===== config.mk =====
export PLATFORM = sky130hd
export DESIGN_NAME = chip_pump_sequencer_flat
export DESIGN_NICKNAME = d
export VERILOG_FILES = /design/src/rtl/chip_ctrl_pkg.sv /design/src/rtl/chip_pump_sequencer_if.sv /design/src/rtl/chip_dwell_timer.sv /design/src/rtl/chip_pump_sequencer.sv /design/src/flat_wrapper.sv
export SDC_FILE = /design/constraint.sdc
export NUM_CORES = 1
export LEC_CHECK = 0
export CAP_MARGIN = 20
export CORE_MARGIN = 4
export CORE_UTILIZATION = 45
export CTS_BUF_LIST = sky130_fd_sc_hd__clkbuf_8
export DETAILED_ROUTE_END_ITERATION = 12
export HOLD_SLACK_MARGIN = 0.1
export MAX_ROUTING_LAYER = met4
export PLACE_DENSITY = 0.79
export RECOVER_POWER = 50
export SYNTH_ARGS = -nofsm -noshare
export SYNTH_HDL_FRONTEND = slang
export SYNTH_HIERARCHICAL = 1
export SYNTH_SLANG_ARGS = --single-unit

===== constraint.sdc =====
create_clock -name clk -period 2.7 [get_ports clk]
set_clock_uncertainty 0.2 [all_clocks]
set_input_delay 0.675 -clock clk [delete_from_list [all_inputs] [get_ports clk]]
set_output_delay 0.675 -clock clk [all_outputs]
set_load 0.01 [all_outputs]

===== src/rtl/chip_ctrl_pkg.sv =====
// Shared types and constants for the ChIP pneumatic control sequencer.
// The FLUSH state exists in the enum but is only reachable with CHIP_PUMP_FLUSH_EN.
package chip_ctrl_pkg;

  typedef enum logic [2:0] {IDLE, OPEN, PUMP, CLOSE, FLUSH} state_t;

  localparam int NUM_INLETS = 5;
  localparam int PUMP_STEPS = 6;
  localparam logic VALVE_CLOSED = 1'b1;

  // Forward peristaltic order; reverse walks the same table backwards.
  localparam logic [2:0] PUMP_PATTERN [PUMP_STEPS] =
    '{3'b100, 3'b110, 3'b010, 3'b011, 3'b001, 3'b101};

  localparam logic [NUM_INLETS-1:0] INLETS_CLOSED = {NUM_INLETS{VALVE_CLOSED}};
  localparam logic [2:0]            PUMP_CLOSED   = {3{VALVE_CLOSED}};

  function automatic logic [NUM_INLETS-1:0] inlet_onehot(input logic [2:0] idx);
    return NUM_INLETS'(1) << idx;
  endfunction

  function automatic int max3(input int a, input int b, input int c);
    int m;
    m = (a > b) ? a : b;
    return (m > c) ? m : c;
  endfunction

endpackage


===== src/rtl/chip_pump_sequencer_if.sv =====
// Command and valve-pad bundle between a host (master) and the pump sequencer (slave).
interface chip_pump_sequencer_if #(parameter int CNT_W = 8);
  import chip_ctrl_pkg::*;

  logic                  cmd_valid;
  logic                  cmd_ready;
  logic [2:0]            cmd_inlet;
  logic [CNT_W-1:0]      cmd_cycles;
  logic                  cmd_dir;
  logic                  abort;
  logic [NUM_INLETS-1:0] ctrl_inlet;
  logic [2:0]            pump;
  logic                  busy;
  logic                  done;
  logic                  err;
  logic [NUM_INLETS-1:0] flush_inlet;

  modport master (
    output cmd_valid, cmd_inlet, cmd_cycles, cmd_dir, abort,
    input  cmd_ready, ctrl_inlet, pump, busy, done, err, flush_inlet
  );

  modport slave (
    input  cmd_valid, cmd_inlet, cmd_cycles, cmd_dir, abort,
    output cmd_ready, ctrl_inlet, pump, busy, done, err, flush_inlet
  );
endinterface


===== src/rtl/chip_dwell_timer.sv =====
// Loadable down-counter with a zero flag; one instance times every hold/settle/flush wait.
module chip_dwell_timer #(
  parameter int W = 6
) (
  input  logic         clk,
  input  logic         rst_n,
  input  logic         load,
  input  logic [W-1:0] load_val,
  output logic         zero
);

  logic [W-1:0] cnt_q, cnt_d;

  always_comb begin
    cnt_d = cnt_q;
    if (load)
      cnt_d = load_val;
    else if (cnt_q != '0)
      cnt_d = cnt_q - W'(1);
  end

  always_ff @(posedge clk or negedge rst_n) begin
    if (!rst_n) cnt_q <= '0;
    else        cnt_q <= cnt_d;
  end

  assign zero = (cnt_q == '0);

endmodule


===== src/rtl/chip_pump_sequencer.sv =====
// Opens one prep inlet, runs the 3-valve peristaltic pump N cycles, then re-closes.
// Optional post-transfer flush of the used inlet is enabled by CHIP_PUMP_FLUSH_EN.
module chip_pump_sequencer
  import chip_ctrl_pkg::*;
#(
  parameter int CNT_W         = 8,
  parameter int HOLD_CYCLES   = 16,
  parameter int SETTLE_CYCLES = 32,
  parameter int FLUSH_CYCLES  = 64
) (
  input  logic                 clk,
  input  logic                 rst_n,
  chip_pump_sequencer_if.slave bus
);

  localparam int TW = $clog2(max3(HOLD_CYCLES, SETTLE_CYCLES, FLUSH_CYCLES) + 1);

  state_t                state_q, state_d;
  logic [NUM_INLETS-1:0] ctrl_inlet_q, ctrl_inlet_d;
  logic [2:0]            pump_q, pump_d;
  logic [2:0]            step_q, step_d, nstep;
  logic [CNT_W-1:0]      remaining_q, remaining_d;
  logic                  dir_q, dir_d;
  logic                  aborted_q, aborted_d;
  logic                  busy_q, busy_d;
  logic                  done_q, done_d;
  logic                  err_q, err_d;
  logic                  wrap;
  logic                  cmd_ready;
  logic                  tmr_load, tmr_zero;
  logic [TW-1:0]         tmr_val;
`ifdef CHIP_PUMP_FLUSH_EN
  logic [2:0]            idx_q, idx_d;
  logic [NUM_INLETS-1:0] flush_q, flush_d;
`endif

  assign cmd_ready = (state_q == IDLE) && !bus.abort;

  chip_dwell_timer #(.W(TW)) u_timer (
    .clk      (clk),
    .rst_n    (rst_n),
    .load     (tmr_load),
    .load_val (tmr_val),
    .zero     (tmr_zero)
  );

  always_comb begin
    state_d      = state_q;
    ctrl_inlet_d = ctrl_inlet_q;
    pump_d       = pump_q;
    step_d       = step_q;
    remaining_d  = remaining_q;
    dir_d        = dir_q;
    aborted_d    = aborted_q;
    done_d       = 1'b0;
    err_d        = 1'b0;
    tmr_load     = 1'b0;
    tmr_val      = '0;
`ifdef CHIP_PUMP_FLUSH_EN
    idx_d        = idx_q;
    flush_d      = flush_q;
`endif
    if (dir_q) begin
      wrap  = (step_q == 3'd0);
      nstep = wrap ? 3'(PUMP_STEPS-1) : step_q - 3'd1;
    end else begin
      wrap  = (step_q == 3'(PUMP_STEPS-1));
      nstep = wrap ? 3'd0 : step_q + 3'd1;
    end

    case (state_q)
      IDLE: if (bus.cmd_valid && cmd_ready) begin
        if (bus.cmd_inlet >= 3'(NUM_INLETS)) begin
          err_d = 1'b1;
        end else if (bus.cmd_cycles == '0) begin
          done_d = 1'b1;
        end else begin
          state_d      = OPEN;
          ctrl_inlet_d = ~inlet_onehot(bus.cmd_inlet);
          dir_d        = bus.cmd_dir;
          remaining_d  = bus.cmd_cycles;
          aborted_d    = 1'b0;
          tmr_load     = 1'b1;
          tmr_val      = TW'(SETTLE_CYCLES-1);
`ifdef CHIP_PUMP_FLUSH_EN
          idx_d        = bus.cmd_inlet;
`endif
        end
      end
      OPEN: if (tmr_zero) begin
        state_d  = PUMP;
        step_d   = dir_q ? 3'(PUMP_STEPS-1) : 3'd0;
        pump_d   = dir_q ? PUMP_PATTERN[PUMP_STEPS-1] : PUMP_PATTERN[0];
        tmr_load = 1'b1;
        tmr_val  = TW'(HOLD_CYCLES-1);
      end
      // Cycle count drops on each wrap; the final wrap leaves for CLOSE instead.
      PUMP: if (tmr_zero) begin
        tmr_load = 1'b1;
        if (wrap && remaining_q == CNT_W'(1)) begin
          state_d      = CLOSE;
          pump_d       = PUMP_CLOSED;
          ctrl_inlet_d = INLETS_CLOSED;
          tmr_val      = TW'(SETTLE_CYCLES-1);
        end else begin
          if (wrap) remaining_d = remaining_q - CNT_W'(1);
          step_d  = nstep;
          pump_d  = PUMP_PATTERN[nstep];
          tmr_val = TW'(HOLD_CYCLES-1);
        end
      end
      CLOSE: if (tmr_zero) begin
        if (aborted_q || bus.abort) begin
          state_d = IDLE;
          err_d   = 1'b1;
        end else begin
`ifdef CHIP_PUMP_FLUSH_EN
          state_d  = FLUSH;
          flush_d  = inlet_onehot(idx_q);
          tmr_load = 1'b1;
          tmr_val  = TW'(FLUSH_CYCLES-1);
`else
          state_d  = IDLE;
          done_d   = 1'b1;
`endif
        end
      end
`ifdef CHIP_PUMP_FLUSH_EN
      FLUSH: if (tmr_zero) begin
        state_d = IDLE;
        flush_d = '0;
        done_d  = 1'b1;
      end
`endif
      default: state_d = IDLE;
    endcase

    // Abort in CLOSE only marks the outcome so a held abort cannot stall the settle.
    if (bus.abort && state_q != IDLE && state_q != CLOSE) begin
      state_d      = CLOSE;
      pump_d       = PUMP_CLOSED;
      ctrl_inlet_d = INLETS_CLOSED;
      aborted_d    = 1'b1;
      done_d       = 1'b0;
      err_d        = 1'b0;
      tmr_load     = 1'b1;
      tmr_val      = TW'(SETTLE_CYCLES-1);
`ifdef CHIP_PUMP_FLUSH_EN
      flush_d      = '0;
`endif
    end else if (bus.abort && state_q == CLOSE) begin
      aborted_d = 1'b1;
    end

    busy_d = (state_d != IDLE);
  end

  always_ff @(posedge clk or negedge rst_n) begin
    if (!rst_n) begin
      state_q      <= IDLE;
      ctrl_inlet_q <= INLETS_CLOSED;
      pump_q       <= PUMP_CLOSED;
      step_q       <= '0;
      remaining_q  <= '0;
      dir_q        <= 1'b0;
      aborted_q    <= 1'b0;
      busy_q       <= 1'b0;
      done_q       <= 1'b0;
      err_q        <= 1'b0;
`ifdef CHIP_PUMP_FLUSH_EN
      idx_q        <= '0;
      flush_q      <= '0;
`endif
    end else begin
      state_q      <= state_d;
      ctrl_inlet_q <= ctrl_inlet_d;
      pump_q       <= pump_d;
      step_q       <= step_d;
      remaining_q  <= remaining_d;
      dir_q        <= dir_d;
      aborted_q    <= aborted_d;
      busy_q       <= busy_d;
      done_q       <= done_d;
      err_q        <= err_d;
`ifdef CHIP_PUMP_FLUSH_EN
      idx_q        <= idx_d;
      flush_q      <= flush_d;
`endif
    end
  end

  assign bus.cmd_ready  = cmd_ready;
  assign bus.ctrl_inlet = ctrl_inlet_q;
  assign bus.pump       = pump_q;
  assign bus.busy       = busy_q;
  assign bus.done       = done_q;
  assign bus.err        = err_q;
`ifdef CHIP_PUMP_FLUSH_EN
  assign bus.flush_inlet = flush_q;
`else
  assign bus.flush_inlet = '0;
`endif

endmodule

===== src/flat_wrapper.sv =====
// flat-port wrapper written by rule: the top's interface ports become plain ports
module chip_pump_sequencer_flat import chip_ctrl_pkg::*;
#(
  parameter int CNT_W         = 8,
  parameter int HOLD_CYCLES   = 16,
  parameter int SETTLE_CYCLES = 32,
  parameter int FLUSH_CYCLES  = 64
)
  (clk, rst_n, bus_cmd_valid, bus_cmd_inlet, bus_cmd_cycles, bus_cmd_dir, bus_abort, bus_cmd_ready, bus_ctrl_inlet, bus_pump, bus_busy, bus_done, bus_err, bus_flush_inlet);
  chip_pump_sequencer_if #(.CNT_W(CNT_W)) bus_i ();
  input  logic clk;
  input  logic rst_n;
  input wire logic [$bits(bus_i.cmd_valid)-1:0] bus_cmd_valid;
  input wire logic [$bits(bus_i.cmd_inlet)-1:0] bus_cmd_inlet;
  input wire logic [$bits(bus_i.cmd_cycles)-1:0] bus_cmd_cycles;
  input wire logic [$bits(bus_i.cmd_dir)-1:0] bus_cmd_dir;
  input wire logic [$bits(bus_i.abort)-1:0] bus_abort;
  output wire logic [$bits(bus_i.cmd_ready)-1:0] bus_cmd_ready;
  output wire logic [$bits(bus_i.ctrl_inlet)-1:0] bus_ctrl_inlet;
  output wire logic [$bits(bus_i.pump)-1:0] bus_pump;
  output wire logic [$bits(bus_i.busy)-1:0] bus_busy;
  output wire logic [$bits(bus_i.done)-1:0] bus_done;
  output wire logic [$bits(bus_i.err)-1:0] bus_err;
  output wire logic [$bits(bus_i.flush_inlet)-1:0] bus_flush_inlet;
  assign bus_i.cmd_valid = bus_cmd_valid;
  assign bus_i.cmd_inlet = bus_cmd_inlet;
  assign bus_i.cmd_cycles = bus_cmd_cycles;
  assign bus_i.cmd_dir = bus_cmd_dir;
  assign bus_i.abort = bus_abort;
  assign bus_cmd_ready = bus_i.cmd_ready;
  assign bus_ctrl_inlet = bus_i.ctrl_inlet;
  assign bus_pump = bus_i.pump;
  assign bus_busy = bus_i.busy;
  assign bus_done = bus_i.done;
  assign bus_err = bus_i.err;
  assign bus_flush_inlet = bus_i.flush_inlet;
  chip_pump_sequencer #(.CNT_W(CNT_W), .HOLD_CYCLES(HOLD_CYCLES), .SETTLE_CYCLES(SETTLE_CYCLES), .FLUSH_CYCLES(FLUSH_CYCLES)) u_core (.clk(clk), .rst_n(rst_n), .bus(bus_i));
endmodule

# --- Word level (Yosys, flattened, before mapping) ---
# Memories as Yosys holds them, arrays and structs flattened.
# Index checks and enable logic that the tools add are counted.
totals:
  elab_cells: 148
  n_memories: 1
  mem_bits_ro: 24
  register_bits: 34
op_classes:
  muxes: 75
  n_shift: 1
  addsub: 4
  bitwise: 4
  eq_ne: 21
  reduce_logical: 29
  n_lt_le_gt_ge: 2
mem_list:
  columns: ["memory", "words", "width", "read_ports", "rd_clocked_by_memory_dff", "wr", "line_no", "source"]
  rows:
  - ["(name not given)", 8, 3, 1, 0, 0, "chip_pump_sequencer.sv:108", "pump_d = PUMP_PATTERN[nstep];"]
op_table:
  columns: ["cell", "count"]
  rows:
  - ["3-bit 2-to-1 mux", 21]
  - ["8-bit 2-to-1 mux", 6]
  - ["7-bit 2-to-1 mux", 6]
  - ["5-bit 2-to-1 mux", 8]
  - ["1-bit 2-to-1 mux", 24]
  - ["7-bit case mux with 3 select lines", 1]
  - ["3-bit nonzero test", 6]
  - ["8-bit case mux with 2 select lines", 1]
  - ["3-bit != test (second input constant)", 5]
  - ["3-bit case mux with 2 select lines", 2]
  - ["3-bit case mux with 4 select lines", 1]
  - ["4-bit AND reduction", 3]
  - ["5-bit case mux with 2 select lines", 1]
  - ["3-bit by 1-bit != test with 1-bit output (second input constant)", 3]
  - ["8-bit by 1-bit equality test with 1-bit output (second input constant)", 1]
  - ["8-bit zero test", 1]
  - ["2-bit != test (second input constant)", 4]
  - ["8-bit by 1-bit subtractor with 8-bit output (second input constant)", 1]
  - ["7-bit zero test", 1]
  - ["7-bit AND reduction", 1]
  - ["7-bit nonzero test", 1]
  - ["7-bit by 1-bit subtractor with 7-bit output (second input constant)", 1]
  - ["3-bit by 2-bit equality test with 1-bit output (second input constant)", 2]
  - ["1-bit logical AND", 6]
  - ["21 further kinds", 29]

# --- Logic depth before layout (Yosys ltp) ---
# Gate-level depths: netlist of the first run.
depth:
  depth_word: 11
  ltp_mapped: 10
  ltp_nobuf: 9

# --- Cells and area by module ---
# The synthesis of the first run kept the hierarchy.
modules_own_cells:
  columns: ["module", "area_per_inst_um2", "seq_area_each_um2", "cells_each", "n_inst"]
  rows:
  - ["chip_pump_sequencer", 1853.0, 685.7, 205, 1]
  - ["chip_dwell_timer", 434.2, 175.2, 43, 1]

# --- Worst setup path after synthesis of the first run ---
# No wires, ideal clock.
synth_path:
  kind: "flip-flop to flip-flop"
  from: "reg u_core.u_timer.cnt_q[3]"
  to: "reg u_core.u_timer.cnt_q[5]"
  setup_time_ns: 0.077
  synth_period_minus_slack_ns: 2.627
  n_path_buf: 1
  path_stages_with_launch: 9
  arrival_time_ns: 2.350
  required_time_ns: 2.423
  slack_ns: 0.073
  path_cell_list: "dfrtp_1 or4_4 nor2_1 nor2b_1 o22a_1 or2_2 clkbuf_1 a41oi_1 a21oi_1"
synth_between:
  elab_chain_cells: 5
  word_cells_on_any_way: 9
synth_lines:
  columns: ["item", "line_no", "source"]
  rows:
  - ["start: declaration", "chip_dwell_timer.sv:12", "logic [W-1:0] cnt_q, cnt_d;"]
  - ["start signal: assignment", "chip_dwell_timer.sv:24", "else cnt_q <= cnt_d;"]
  - ["7-bit zero test (*)", "chip_dwell_timer.sv:27", "assign zero = (cnt_q == '0);"]
  - ["via u_core.tmr_zero", "chip_pump_sequencer.sv:30", "logic tmr_load, tmr_zero;"]
  - ["1-bit 2-to-1 mux (*)", "chip_pump_sequencer.sv:90, chip_pump_sequencer.sv:98", null]
  - ["1-bit case mux with 2 select lines (*)", "chip_pump_sequencer.sv:71", "case (state_q)"]
  - ["1-bit 2-to-1 mux (*)", "chip_pump_sequencer.sv:139", "if (bus.abort && state_q != IDLE && state_q != CLOSE) begin"]
  - ["via u_core.tmr_load", "chip_pump_sequencer.sv:30", null]
  - ["7-bit 2-to-1 mux / 2-bit nonzero test (equally long branches)", null, null]
# Mark *: on every way through the listed nets, which the timed path passes. The rest lies on a longest branch. The select of a mux whose other input is x is not followed.
# A chain may end at the register's enable or synchronous reset.

# --- Final worst setup path of the first run ---
layout_path:
  from: "in bus_cmd_cycles[6]"
  to: "reg u_core.u_timer.cnt_q[1]"
layout_between:
  elab_chain_cells: 7
  word_cells_on_any_way: 13
layout_lines:
  columns: ["item", "line_no", "source"]
  rows:
  - ["start: declaration", "flat_wrapper.sv:15", "input wire logic [$bits(bus_i.cmd_cycles)-1:0] bus_cmd_cycles;"]
  - ["8-bit zero test (*)", "chip_pump_sequencer.sv:75", "end else if (bus.cmd_cycles == '0) begin"]
  - ["5-bit 2-to-1 mux / 1-bit 2-to-1 mux (equally long branches)", "chip_pump_sequencer.sv:75", null]
  - ["7-bit 2-to-1 mux / 1-bit 2-to-1 mux (equally long branches)", "chip_pump_sequencer.sv:73", "if (bus.cmd_inlet >= 3'(NUM_INLETS)) begin"]
  - ["7-bit 2-to-1 mux / 1-bit 2-to-1 mux (equally long branches)", "chip_pump_sequencer.sv:72", "IDLE: if (bus.cmd_valid && cmd_ready) begin"]
  - ["7-bit case mux with 3 select lines / 1-bit case mux with 2 select lines (equally long branches)", "chip_pump_sequencer.sv:71", null]
  - ["7-bit 2-to-1 mux / 1-bit 2-to-1 mux (equally long branches)", "chip_pump_sequencer.sv:139", null]
  - ["7-bit 2-to-1 mux / 2-bit nonzero test (equally long branches)", null, null]
# Every way passes the cells marked *; elsewhere a longest branch is shown, timed or not.

==> flow_summary_export.csv, run 1 <==
group,metric,value,unit
drt,wire_per_inst,14.8,um
floorplan,die_y,79.3,um
timing,hold_ws,0.307,ns
logic_synthesis,syn_area,0.00229,mm^2
cts,cts_buffers,5,
placement,placed_area,0.00274,mm^2
cts,clkLatencyLatePin,0.30,ns
worst_setup_path,crit_buf_inv,2,
finish,postLayoutCoreUtil,59.4,%
logic_synthesis,ys_types,65,
placement,io_buffer_count,27,
logic_synthesis,synthTopCellsByArea,"dfrtp_1 (28%), dfstp_2 (9.2%), nor2_1 (4.1%)",
cts,clock_sinks,34,
cts,clk_pin_slew,0.07,ns
floorplan,coreArea,0.00482,mm^2
finish,areaGrowthSynthToFinish,25.2,%
drt,antenna_left,0,
finish,nets,316,
logic_synthesis,synth_top_family_by_area,"compound AO/OA/AOI/OAI gates",
finish,antennaDiodeCount,0,
logic_synthesis,synth-compound-area-share,26.8,%
pwr,seq_power_share,40.2,%
global_route,grt.total_usage,19.1,%
logic_synthesis,synthArstFlopShare,100,%
cts,root_buffer,"clkbuf_8",
finish,most-common-layout-cells,"dfrtp_1 (26), nor2_1 (25), buf_4 (24), clkdlybuf4s50_1 (22), nand2_1 (18)",
timing,rsz0062_at_grt,"no",
pwr,leakage,1.13,nW
timing,worst_slew_pin_slew,0.850,ns
global_route,grt_first_pass_wirelength,9280,um
finish,fin_cells,364,
logic_synthesis,yosys_warnings,6,
worst_setup_path,cpPeakStageDelay,0.57,ns
global_route,grt_pass1_vias,1954,
global_route,met1_usage,24.7,%
worst_setup_path,cpMaxStageDelayCell,"or4_4",
cts,hold_buffers,0,
worst_setup_path,arrival,2.60,ns
logic_synthesis,synth_edf_count,0,
floorplan,die_w,79.3,um
pwr,intPower,1.25,mW
global_route,grt_antenna_before_repair,0,
drt,drcViolationCount,0,
cts,cts_tree,"yes",
pwr,p_switching,0.809,mW
finish,final_common_cell,"dfrtp_1",
global_route,gr-usage-met2,30.0,%
worst_setup_path,worstSetupPathType,"input pin to register",
logic_synthesis,synthCells,248,
floorplan,dieArea,0.00629,mm^2
worst_hold_path,hold_class,"register to register",
worst_setup_path,worstSetupStartpointType,"input pin",
timing,final-hold-violation-count,0,
logic_synthesis,yosys-mux-area-fraction,1.42,%
floorplan,placementRows,25,
cts,clockBufferDepth,2,
logic_synthesis,yosysSeqAreaShare,37.6,%
logic_synthesis,yosysTopAreaCell,"dfrtp_1",
drt,drtIter0Drc,159,
worst_setup_path,crit_path_end_kind,"register",
floorplan,start_util,47.5,%
pwr,combPwrFrac,40.2,%
logic_synthesis,syn_avg_cell_area,9.22,um^2
logic_synthesis,synth_top_area_share,28.4,%
logic_synthesis,synthSimpleGateAreaFrac,23.9,%
worst_setup_path,path_cells,"clkdlybuf4s50_1, or4_4, nor2_4, nor2_1, buf_4, or2_2, a22o_1",
global_route,busiest_layer,"met2",
worst_setup_path,path_delay_family,"simple AND/OR/NAND/NOR gates",
pwr,p_clk_share,19.6,%
floorplan,ios,33,
global_route,grt_overflow,0,
logic_synthesis,synth_flop_cell,"dfrtp_1",
flow_run,max_cap_viol_count,0,
outcome,outcome,"finished clean",
placement,place_congestion,0.868,
finish,layout-drive-gt1-share,21.9,%
logic_synthesis,synthXorXnorAreaFrac,1.15,%
global_route,gr-usage-met3,3.85,%
pwr,switching_share,39.2,%
worst_setup_path,cp.required,2.68,ns
logic_synthesis,synthAdderAreaFrac,2.19,%
pwr,powerDensity,720,mW/mm^2
pwr,total_power,2.06,mW
drt,vias,2066,
cts,htreeDepth,2,
finish,stdcell_area,0.00286,mm^2
timing,period_needed,2.62,ns
timing,slew_viol_final,0,
placement,dp_hpwl,3870,um
placement,dp_cells,355,
timing,setup_viol,0,
pwr,peakVddDrop,481,uV
logic_synthesis,ys_ff_latch,34,
drt,avgViaCountPerCell,5.68,
timing,relSlewSlack,43.3,%
timing,timing.final.crit_share,96.9,%
global_route,grt_max_degree,35,
drt,wl,5380,um
timing,fmax,0.382,GHz
drt,firstDrtPassIters,4,
worst_setup_path,path_max_fanout,4,
[power by group through the flow]
stage | registers, mW | clock network (mW) | logic [mW]
after floorplan | 0.792 | 0 | 0.606
after global routing | 0.856 | 0.438 | 0.925
final | 0.829 | 0.404 | 0.829
after detailed placement | 0.836 | 0 | 0.812
after global placement | 0.830 | 0 | 0.787
after CTS | 0.828 | 0.417 | 0.818
[layer usage]
| layer | vias up | part of all wire (%) | wire, um |
|---|---|---|---|
| met2 | 54 | 49 | 2650 |
| li1 | 1007 | - | - |
| met3 | 8 | 5.0 | 268 |
| met4 | 0 | 1.7 | 91 |
| met1 | 997 | 44 | 2370 |
| met5 | - | 0 | 0 |
[Yosys cell counts (3+ instances only)]
cell       n
a22oi_1    3
buf_4      5
nand3_1    3
nand2_1   18
nand2b_1   8
buf_6      3
dfrtp_1   26
a21oi_1    9
buf_2      4
nor2_1    25
ha_1       4
o21ai_0   14
nor3_1     8
a31oi_1   10
a41oi_1    5
o22ai_1    3
inv_1     11
dfstp_2    8
o22a_1     8
clkbuf_1   5
nor2b_1    8
o31ai_1    4
[sequential cells by signal (all words and copies together) (netlist names)]
| register | cells |
|---|---|
| u_core/remaining_q | 8 |
| u_core/u_timer/cnt_q | 7 |
| u_core/bus.ctrl_inlet | 5 |
| u_core/bus.pump | 3 |
| u_core/state_q | 3 |
| u_core/step_q | 3 |
| u_core/aborted_q | 1 |
| u_core/bus.busy | 1 |
| u_core/bus.done | 1 |
| u_core/bus.err | 1 |
| u_core/dir_q | 1 |
[kinds of logic (layout without fill, tap and decap cells)]
family,count (synthesis),in the layout
adders and majority gates,4,4
other,1,8
and+or+nand+nor,93,93
muxes,3,3
AOI/OAI and AO/OA,81,81
buffers and inverters,29,71
DFF,34,34
xor gates and xnor gates,3,3
[worst paths after layout]
path | startpoint | to | slack (ns) | depth (start not counted)
max in group asynchronous | rst_n | u_core/remaining_q[4] | 0.95 | 2
max reg2reg | u_core/u_timer/cnt_q[0] | u_core/u_timer/cnt_q[1] | 0.20 | 10
min reg2reg | u_core/bus.ctrl_inlet[3] | u_core/bus.ctrl_inlet[3] | 0.31 | 2
min | u_core/bus.ctrl_inlet[3] | u_core/bus.ctrl_inlet[3] | 0.31 | 2
min in group asynchronous | rst_n | u_core/dir_q | 0.82 | 2
max | bus_cmd_cycles[6] | u_core/u_timer/cnt_q[1] | 0.08 | 7
[timing repair]
item | CTS | global route
setup buffers | 0 | 1
gates resized for setup | 2 | 4
setup endpoints to repair | 3 | 12
pin swaps | 0 | 1
cloned | 0 | 0
[layout make-up]
class	instances	area, um^2
fill	446	1950
tap	67	83.8
clock inverter	2	12.5
clock buffer	6	82.6
inverter	11	41.3
timing repair buffer	52	454
sequential	34	861
multi-input combinational	192	1330
[worst reg2reg max path, stage by stage, from the launching register on]
cell	delay, ns
dfrtp_1	0.38
inv_1	0.10
ha_1	0.24
nand2b_1	0.14
nor2_1	0.07
nor2b_2	0.17
buf_4	0.15
o22a_1	0.21
buf_4	0.16
or2_2	0.31
a22o_1	0.24
[per-stage QoR]
stage	TNS (ns)	setup slack (ns)
after floorplan	0	0.0730
after global placement	-1.91	-0.302
after detailed placement	-2.25	-0.335
after CTS	0	0.00913
after global routing	0	0.0124
final	0	0.0835
Power figures use the tool's default switching activity.
==> run 2, diff against run 1 <==
--- a/config.mk
+++ b/config.mk
@@ -6,6 +6,7 @@
 export NUM_CORES = 1
 export LEC_CHECK = 0
 export CAP_MARGIN = 20
+export CORE_ASPECT_RATIO = 0.6
 export CORE_MARGIN = 4
 export CORE_UTILIZATION = 45
 export CTS_BUF_LIST = sky130_fd_sc_hd__clkbuf_8
==> run 2 against run 1 <==
  * Global-route usage rose by 0.56 points
  * Sequential share of layout area did not move
  * Cell count fell by 0.27%
  * Power fell by 0.36%
  * Die area rose by 0.61%
  * Sequential power barely moved
  * Largest cell class unchanged
==> flow_summary_export.csv, run 2 (synthesized netlist as in run 1, its figures left out) <==
group,metric,value,unit
timing,fin_setup_tns,0,ns
finish,most-common-layout-cells,"buf_4 (27), dfrtp_1 (26), nor2_1 (25), clkdlybuf4s50_1 (22), nand2_1 (18)",
cts,clkLatencyLatePin,0.29,ns
timing,relSlewSlack,42.4,%
floorplan,dieArea,0.00633,mm^2
drt,avgViaCountPerCell,5.87,
floorplan,placementRows,19,
worst_setup_path,reg2reg_depth,7,
cts,clock_sinks,34,
global_route,gr-usage-met2,25.9,%
placement,io_buffer_count,27,
drt,drcViolationCount,0,
drt,drtIter0Drc,200,
cts,clk_pin_slew,0.08,ns
finish,final_common_cell,"buf_4",
finish,antennaDiodeCount,0,
worst_setup_path,worstSetupPathType,"input pin to register",
placement,dp_cells,355,
global_route,grt.total_usage,19.6,%
floorplan,die_w,100,um
cts,cts_tree,"yes",
global_route,gr-usage-met3,4.19,%
worst_setup_path,cp.required,2.68,ns
floorplan,ios,33,
finish,fillers,390,
global_route,busiest_layer,"met1",
timing,timing.final.crit_share,97.8,%
cts,cts_buffers,5,
outcome,outcome,"finished clean",
drt,vias,2129,
finish,nets,319,
finish,regMostFlops,"u_core/remaining_q",
worst_setup_path,timing.rr.start,"u_core/u_timer/cnt_q[4]",
timing,setup_viol,0,
cts,postCtsSetupBuffers,0,
worst_hold_path,holdPathEnd,"u_core/bus.ctrl_inlet[3]",
worst_setup_path,crit_path_end_kind,"register",
global_route,grt_antenna_before_repair,0,
cts,clockBufferDepth,2,
timing,final-hold-violation-count,0,
finish,areaGrowthSynthToFinish,25.2,%
floorplan,die_y,63.2,um
pwr,total_power,2.05,mW
global_route,grt_max_degree,35,
timing,fmax,0.379,GHz
worst_setup_path,path_max_fanout,4,
drt,firstDrtPassIters,6,
finish,largest_register_ffs,8,
pwr,powerDensity,718,mW/mm^2
drt,wire_per_inst,16.2,um
floorplan,coreArea,0.00473,mm^2
timing,period_needed,2.64,ns
finish,fin_cells,363,
global_route,grt_first_pass_wirelength,9620,um
placement,dp_hpwl,4460,um
timing,slew_viol_final,0,
placement,dp_slack,-0.257,ns
drt,antenna_left,0,
pwr,peakVddDrop,416,uV
worst_hold_path,hp-start,"u_core/bus.ctrl_inlet[3]",
worst_hold_path,hold_class,"register to register",
cts,root_buffer,"clkbuf_8",
worst_setup_path,worstSetupStartpointType,"input pin",
global_route,grt_overflow,0,
worst_hold_path,hold_depth,2,
drt,wl,5870,um
timing,worst_slew_pin_slew,0.864,ns
pwr,leakage,1.15,nW
timing,layout_setup_ws,0.0587,ns
global_route,met1_usage,30.3,%
worst_setup_path,r2r_setup_slack,0.11,ns
placement,place_congestion,0.885,
worst_setup_path,arrival,2.62,ns
timing,rsz0062_at_grt,"no",
flow_run,max_cap_viol_count,0,
floorplan,start_util,48.3,%
cts,htreeDepth,2,
worst_setup_path,reg2reg_to,"u_core/remaining_q[7]",
global_route,grt_pass1_vias,1925,
finish,layout-drive-gt1-share,22.0,%
## run 2: cell count changes in the layout (fill, tap and decap cells not counted), sizes merged
cell      previous run  this run
clkbuf               7         6
buf                 24        27
clkinvlp             1         0
inv                 11        12
clkinv               1         2
## run 2: timing repair
item	4_1_cts	5_1_grt
gates resized for setup	1	3
hold buffers	0	0
setup endpoints to repair	1	12
pin swaps	0	0
gates cloned	0	0
## run 2: worst max-delay path by stage
stage,start,endpoint,slack [ns],depth (start not counted)
3_3_place_gp,bus_cmd_cycles[2],u_core/u_timer/cnt_q[6],-0.20,6
5_1_grt,bus_cmd_cycles[6],u_core/u_timer/cnt_q[1],0.02,7
6_report,bus_cmd_cycles[2],u_core/u_timer/cnt_q[1],0.06,7
3_5_place_dp,bus_cmd_cycles[2],u_core/u_timer/cnt_q[6],-0.26,6
4_1_cts,bus_cmd_cycles[2],u_core/u_timer/cnt_q[6],0.05,6
2_1_floorplan,u_core/u_timer/cnt_q[3],u_core/u_timer/cnt_q[5],0.07,8
## run 2: power by group
group / internal, mW / switching, mW
Combinational: 0.397 / 0.456
Sequential: 0.652 / 0.179
Clock: 0.178 / 0.193
## run 2: area by class of cell
class | count | area [um^2] | share of cell area (%)
multi-input cells | 192 | 1320 | 46.1
flip-flops and latches | 34 | 861 | 30.1
repair buffers | 55 | 477 | 16.7
well taps | 63 | 78.8 | 2.75
clock buffers | 5 | 68.8 | 2.40
inverters | 11 | 41.3 | 1.44
clock inverters | 3 | 17.5 | 0.612
## run 2: per-layer routing
layer / share of wire [%] / wire [um] / vias to the layer above
met2: 42 / 2460 / 96
li1: - / - / 1019
met4: 0.56 / 33 / 0
met5: 0 / 0 / -
met1: 48 / 2830 / 1010
met3: 9.3 / 545 / 4
## run 2: per-stage QoR
stage               area, um^2  util, %  hold slack (ns)
finish                    2860     60.5            0.313
global route              2860     60.5            0.335
CTS                       2850     60.2            0.310
detailed placement        2760     58.4            0.300
global placement          2760     58.4            0.294
floorplan                 2310        -            0.179
## run 2: worst max-delay path, stage by stage
cell,delay [ns]
clkdlybuf4s50_1,0.42
or4_4,0.58
nor2_2,0.14
nor2_1,0.07
buf_4,0.15
or2_2,0.33
a22o_1,0.23
